### src/rtl/regfile_wb_arbiter_if.sv
// Writeback bus between the ALU/memory requesters, issue logic and the register-file write port.
// The arbiter takes the slave view; the producers and the register file take the master view.
interface regfile_wb_arbiter_if #(
   parameter int DATA_W = 16,
   parameter int ADDR_W = 4
);
   logic                   alu_valid;
   logic [ADDR_W-1:0]      alu_dst;
   logic [DATA_W-1:0]      alu_data;
   logic                   alu_ready;
   logic                   mem_valid;
   logic [ADDR_W-1:0]      mem_dst;
   logic [DATA_W-1:0]      mem_data;
   logic                   mem_ready;
   logic                   issue_valid;
   logic [ADDR_W-1:0]      issue_dst;
   logic [2**ADDR_W-1:0]   pending;
   logic [ADDR_W-1:0]      DstReg;
   logic [DATA_W-1:0]      DstData;
   logic                   WriteReg;

   modport slave (
      input  alu_valid, alu_dst, alu_data, mem_valid, mem_dst, mem_data,
             issue_valid, issue_dst,
      output alu_ready, mem_ready, pending, DstReg, DstData, WriteReg
   );

   modport master (
      output alu_valid, alu_dst, alu_data, mem_valid, mem_dst, mem_data,
             issue_valid, issue_dst,
      input  alu_ready, mem_ready, pending, DstReg, DstData, WriteReg
   );
endinterface

### src/rtl/regfile_wb_arbiter.sv
// Arbitrates ALU and load writebacks onto the single register-file write port, registers the
// winning write, and tracks outstanding destination registers for RAW hazard detection.
module regfile_wb_arbiter #(
   parameter int DATA_W     = 16,
   parameter int ADDR_W     = 4,
   parameter int STARVE_MAX = 3
) (
   input  logic                clk_i,
   input  logic                rst_ni,
   regfile_wb_arbiter_if.slave bus_if
);
   localparam int NREG = 2**ADDR_W;

   logic [2:0]        starve_q, starve_d;
   logic              wr_en_q, wr_en_d;
   logic [ADDR_W-1:0] dst_q, dst_d;
   logic [DATA_W-1:0] data_q, data_d;
   logic [NREG-1:0]   pending_q, pending_d;
   logic              alu_gnt, mem_gnt;

   // MEM wins contention until the ALU has lost STARVE_MAX times in a row.
   always_comb begin
      alu_gnt = bus_if.alu_valid && (!bus_if.mem_valid || starve_q == 3'(STARVE_MAX));
      mem_gnt = bus_if.mem_valid && !alu_gnt;
   end

   always_comb begin
      starve_d = starve_q;
      if (!bus_if.alu_valid || alu_gnt)
         starve_d = 3'd0;
      else if (mem_gnt)
         starve_d = starve_q + 3'd1;
   end

   // r0 is hardwired zero: the request is still accepted but never reaches the port.
   always_comb begin
      wr_en_d = 1'b0;
      dst_d   = dst_q;
      data_d  = data_q;
      if (alu_gnt && bus_if.alu_dst != '0) begin
         wr_en_d = 1'b1;
         dst_d   = bus_if.alu_dst;
         data_d  = bus_if.alu_data;
      end else if (mem_gnt && bus_if.mem_dst != '0) begin
         wr_en_d = 1'b1;
         dst_d   = bus_if.mem_dst;
         data_d  = bus_if.mem_data;
      end
   end

   // Set after clear so a newly issued producer keeps the bit alive on the retiring edge.
   always_comb begin
      pending_d = pending_q;
      if (wr_en_q)
         pending_d[dst_q] = 1'b0;
      if (bus_if.issue_valid && bus_if.issue_dst != '0)
         pending_d[bus_if.issue_dst] = 1'b1;
      pending_d[0] = 1'b0;
   end

   always_ff @(posedge clk_i or negedge rst_ni) begin
      if (!rst_ni) begin
         starve_q  <= 3'd0;
         wr_en_q   <= 1'b0;
         dst_q     <= '0;
         data_q    <= '0;
         pending_q <= '0;
      end else begin
         starve_q  <= starve_d;
         wr_en_q   <= wr_en_d;
         dst_q     <= dst_d;
         data_q    <= data_d;
         pending_q <= pending_d;
      end
   end

   assign bus_if.alu_ready = alu_gnt;
   assign bus_if.mem_ready = mem_gnt;
   assign bus_if.WriteReg  = wr_en_q;
   assign bus_if.DstReg    = dst_q;
   assign bus_if.DstData   = data_q;
   assign bus_if.pending   = pending_q;
endmodule

### src/flat_wrapper.sv
// flat-port wrapper written by rule: the top's interface ports become plain ports
module regfile_wb_arbiter_flat 
#(
   parameter int DATA_W     = 16,
   parameter int ADDR_W     = 4,
   parameter int STARVE_MAX = 3
)
  (clk_i, rst_ni, bus_if_alu_valid, bus_if_alu_dst, bus_if_alu_data, bus_if_mem_valid, bus_if_mem_dst, bus_if_mem_data, bus_if_issue_valid, bus_if_issue_dst, bus_if_alu_ready, bus_if_mem_ready, bus_if_pending, bus_if_DstReg, bus_if_DstData, bus_if_WriteReg);
  regfile_wb_arbiter_if #(.DATA_W(DATA_W), .ADDR_W(ADDR_W)) bus_if_i ();
  input  logic clk_i;
  input  logic rst_ni;
  input wire logic [$bits(bus_if_i.alu_valid)-1:0] bus_if_alu_valid;
  input wire logic [$bits(bus_if_i.alu_dst)-1:0] bus_if_alu_dst;
  input wire logic [$bits(bus_if_i.alu_data)-1:0] bus_if_alu_data;
  input wire logic [$bits(bus_if_i.mem_valid)-1:0] bus_if_mem_valid;
  input wire logic [$bits(bus_if_i.mem_dst)-1:0] bus_if_mem_dst;
  input wire logic [$bits(bus_if_i.mem_data)-1:0] bus_if_mem_data;
  input wire logic [$bits(bus_if_i.issue_valid)-1:0] bus_if_issue_valid;
  input wire logic [$bits(bus_if_i.issue_dst)-1:0] bus_if_issue_dst;
  output wire logic [$bits(bus_if_i.alu_ready)-1:0] bus_if_alu_ready;
  output wire logic [$bits(bus_if_i.mem_ready)-1:0] bus_if_mem_ready;
  output wire logic [$bits(bus_if_i.pending)-1:0] bus_if_pending;
  output wire logic [$bits(bus_if_i.DstReg)-1:0] bus_if_DstReg;
  output wire logic [$bits(bus_if_i.DstData)-1:0] bus_if_DstData;
  output wire logic [$bits(bus_if_i.WriteReg)-1:0] bus_if_WriteReg;
  assign bus_if_i.alu_valid = bus_if_alu_valid;
  assign bus_if_i.alu_dst = bus_if_alu_dst;
  assign bus_if_i.alu_data = bus_if_alu_data;
  assign bus_if_i.mem_valid = bus_if_mem_valid;
  assign bus_if_i.mem_dst = bus_if_mem_dst;
  assign bus_if_i.mem_data = bus_if_mem_data;
  assign bus_if_i.issue_valid = bus_if_issue_valid;
  assign bus_if_i.issue_dst = bus_if_issue_dst;
  assign bus_if_alu_ready = bus_if_i.alu_ready;
  assign bus_if_mem_ready = bus_if_i.mem_ready;
  assign bus_if_pending = bus_if_i.pending;
  assign bus_if_DstReg = bus_if_i.DstReg;
  assign bus_if_DstData = bus_if_i.DstData;
  assign bus_if_WriteReg = bus_if_i.WriteReg;
  regfile_wb_arbiter #(.DATA_W(DATA_W), .ADDR_W(ADDR_W), .STARVE_MAX(STARVE_MAX)) u_core (.clk_i(clk_i), .rst_ni(rst_ni), .bus_if(bus_if_i));
endmodule
### config.mk
export PLATFORM = sky130hd
export DESIGN_NAME = regfile_wb_arbiter_flat
export DESIGN_NICKNAME = d
export VERILOG_FILES = /design/src/rtl/regfile_wb_arbiter_if.sv /design/src/rtl/regfile_wb_arbiter.sv /design/src/flat_wrapper.sv
export SDC_FILE = /design/constraint.sdc
export NUM_CORES = 1
export LEC_CHECK = 0
export ABC_AREA = 1
export BUFFER_PORTS_ARGS = -buffer_cell sky130_fd_sc_hd__buf_2
export CORE_ASPECT_RATIO = 1.2
export CORE_UTILIZATION = 42
export CTS_CLUSTER_DIAMETER = 120
export DETAILED_ROUTE_END_ITERATION = 8
export PLACE_DENSITY = 0.82
export REMOVE_ABC_BUFFERS = 1
export SETUP_SLACK_MARGIN = 0.2
export SYNTH_ARGS = -nofsm -noshare
export SYNTH_HDL_FRONTEND = slang
export SYNTH_SLANG_ARGS = --single-unit
### constraint.sdc
create_clock -name clk_i -period 1.5 [get_ports clk_i]
set_clock_uncertainty 0.05 [all_clocks]
set_input_delay 0 -clock clk_i [delete_from_list [all_inputs] [get_ports clk_i]]
set_output_delay 0 -clock clk_i [all_outputs]
set_load 0.005 [all_outputs]
==> results_dict.tcl <==
set metrics [dict create \
    path_delay_family "flip-flops" \
    violations "negative setup slack" \
    grt_overflow 0 \
    path_max_fanout 21 \
    cts.htree.levels 2 \
    rsz0062_at_grt "yes" \
    min_path_type "primary input to flip-flop" \
    top_layer "met4" \
    vias_per_cell 5.05 \
    gp_congestion 0.915 \
    drt_iter0_drc 142 \
    portBuffers 86 \
    root_buffer "clkbuf_8" \
    synth_warnings 0 \
    rows 27 \
    grt_pass1_wl_um 10500 \
    initial_core_util_pct 43.6 \
    cap_violations 0 \
    met1_length_um 2350 \
    drive_above_1_share_pct 32.6 \
    required_ns 1.45 \
    n_fill_cell 378 \
    fp.coreArea_um2 4590 \
    clkTransAtPathRegs_ns 0.07 \
    cp_slowest_cell "dfrtp_1" \
    pin_count 88 \
    first_pass_iters 4 \
    finalSetupViolCount 22 \
    ys_ff_latch 39 \
    clk_latency_ns 0.29 \
    path_buf_inv 3 \
    die-area_um2 5050 \
    netlist-cell-type-count 20 \
    layout_commonest_cell "buf_2" \
    dieHeight_um 77.6 \
    power.total_mw 3.05 \
    wl_um 6310 \
    cts_buffers 5 \
    cts_tree "done" \
    preCtsSetupSlack_ns -0.145 \
    cts_buffer_depth 2 \
    ant_nets 0 \
    antenna_found_initial 0 \
    met2_length_um 3460 \
    p_leak_nw 1.64 \
    grt_usage_pct 26.7 \
    fin_crit_sh_pct 107 \
    synth.area.top_cells "dfrtp_1, nand2_1, nand3b_1, o21ai_0, nand3_1" \
    cpPeakStageDelay_ns 0.37 \
    antenna_cells 0 \
    grt_start_max_net_pins 40 \
    ir_drop_uv 500 \
    synth_cells 250 \
    endpoint_kind "output pin" \
    netlist_area_um2 2000 \
    yosys.area.top_type "dfrtp_1" \
    cts_sinks 39 \
    setup_ws_ns -0.100 \
    wl_per_cell_um 14.1 \
    cp-start-kind "flip-flop" \
    arrival_ns 1.55 \
    first_global_vias 2397 \
    dpl.hpwl_um 3660 \
    post-cts-setup-buffers 0 \
    fin_crit_ns 1.60 \
    met3WireLength_um 346 \
    layout.nets 440 \
    drc 0 \
    max_freq_mhz 625 \
    hold_viol 0 \
    final_cell_count_no_fill 448 \
    vias 2261 \
    status "complete, but fails checks" \
    yosysSeqAreaShare_pct 48.8 \
    synth_top_area_share_pct 48.8 \
    critical_path_class "flip-flop to output pin" \
    final_max_slew_viol_count 0 \
    syn_avg_cell_area_um2 8.01 \
    p_per_area_nw_per_um2 964 \
    placed_cells 393 \
    mostFrequentLayoutCells "buf_2, nand2_1, dlygate4sd3_1" \
    die_w_um 65.0 \
    syn_to_final_growth_pct 57.9 \
    cp_cell_sequence "ha_2 > ha_4 > inv_4 > a21oi_4 > buf_12 > buf_6" \
]
-- area by class of cell --
type                       instances  area, um2  area share, %
timing repair buffer             141        990           31.3
sequential                        39        980           31.0
multi-input combinational        172        917           29.0
inverter                          30        120           3.80
clock buffer                       7       76.3           2.41
tap                               58       72.6           2.30
clock inverter                     1       5.00          0.158
-- synth_stat cells --
master	n
nand2_1	76
dfrtp_1	39
inv_1	26
o21ai_0	26
nand3_1	25
nand3b_1	18
nor2_1	12
o31ai_1	5
inv_2	4
buf_4	3
buf_6	3
nand2_2	3
buf_2	2
ha_1	2
a21oi_2	1
a21oi_4	1
clkbuf_1	1
conb_1	1
nand4_1	1
or2_2	1
-- final timing paths --
path	start	to	slack, ns	cells past startpoint
setup / recovery	u_core.starve_q[0]$_DFFE_PN0P_	bus_if_alu_ready	-0.10	6
hold / removal	bus_if_alu_dst[2]	u_core.bus_if.DstReg[2]$_DFFE_PN0P_	0.02	4
setup reg to reg	u_core.starve_q[0]$_DFFE_PN0P_	u_core.bus_if.DstReg[0]$_DFFE_PN0P_	-0.09	10
hold reg to reg	u_core.starve_q[0]$_DFFE_PN0P_	u_core.starve_q[0]$_DFFE_PN0P_	0.40	1
max in group asynchronous	rst_ni	u_core.bus_if.DstReg[2]$_DFFE_PN0P_	0.79	3
min in group asynchronous	rst_ni	u_core.bus_if.pending[14]$_DFF_PN0_	0.23	3
-- per-stage QoR --
step	utilization [%]	area [um2]	setup TNS, ns	hold WS [ns]
after CTS	68.2	3130	-0.905	0.0104
after detailed placement	54.3	2490	-2.49	0.0396
after floorplan	-	1930	-12.99	-0.346
final	68.8	3160	-1.51	0.0213
after global placement	54.3	2490	-0.873	0.0251
after global routing	68.8	3160	-2.96	0.0346
-- routing by layer --
metal  GRT usage, %  vias to the layer above
met5              0                        -
met4           13.7                        0
met3           4.71                       16
met2           49.4                      105
met1           28.3                     1065
li1               -                     1075
-- tightest hold or removal path, stage by stage --
cell      delay, ns
buf_2          0.09
nand3b_1       0.11
nand2_1        0.05
nor2_1         0.07
-- cells by family after synthesis --
logic type / Yosys count / share of synthesized area [%]
DFF: 39 / 48.8
adders and majority gates: 2 / 1.25
and+or+nand+nor: 136 / 31.1
AOI/OAI and AO/OA: 33 / 9.63
buffers and inverters: 39 / 9.12
other: 1 / 0.187
-- state kept, by name, summed over array words and instances (netlist names) --
register	flops
u_core.bus_if.pending	15
u_core.starve_q	3
u_core.bus_if.DstReg	4
u_core.bus_if.WriteReg	1
u_core.bus_if.DstData	16
-- power by group --
part / total [mW] / switching (mW) / internal (mW)
Clock: 0.687 / 0.360 / 0.327
Combinational: 0.918 / 0.452 / 0.467
Sequential: 1.44 / 0.146 / 1.29
Total: 3.05 / 0.958 / 2.09
-- what timing repair did --
action                                 in CTS  in global routing
hold buffers                               45                  0
setup endpoints to repair                  23                 29
pin swaps                                   2                  0
resized for setup                          24                  9
gates cloned                                2                  0
endpoints found under the hold margin      65                  0
Power figures use the tool's default switching activity.
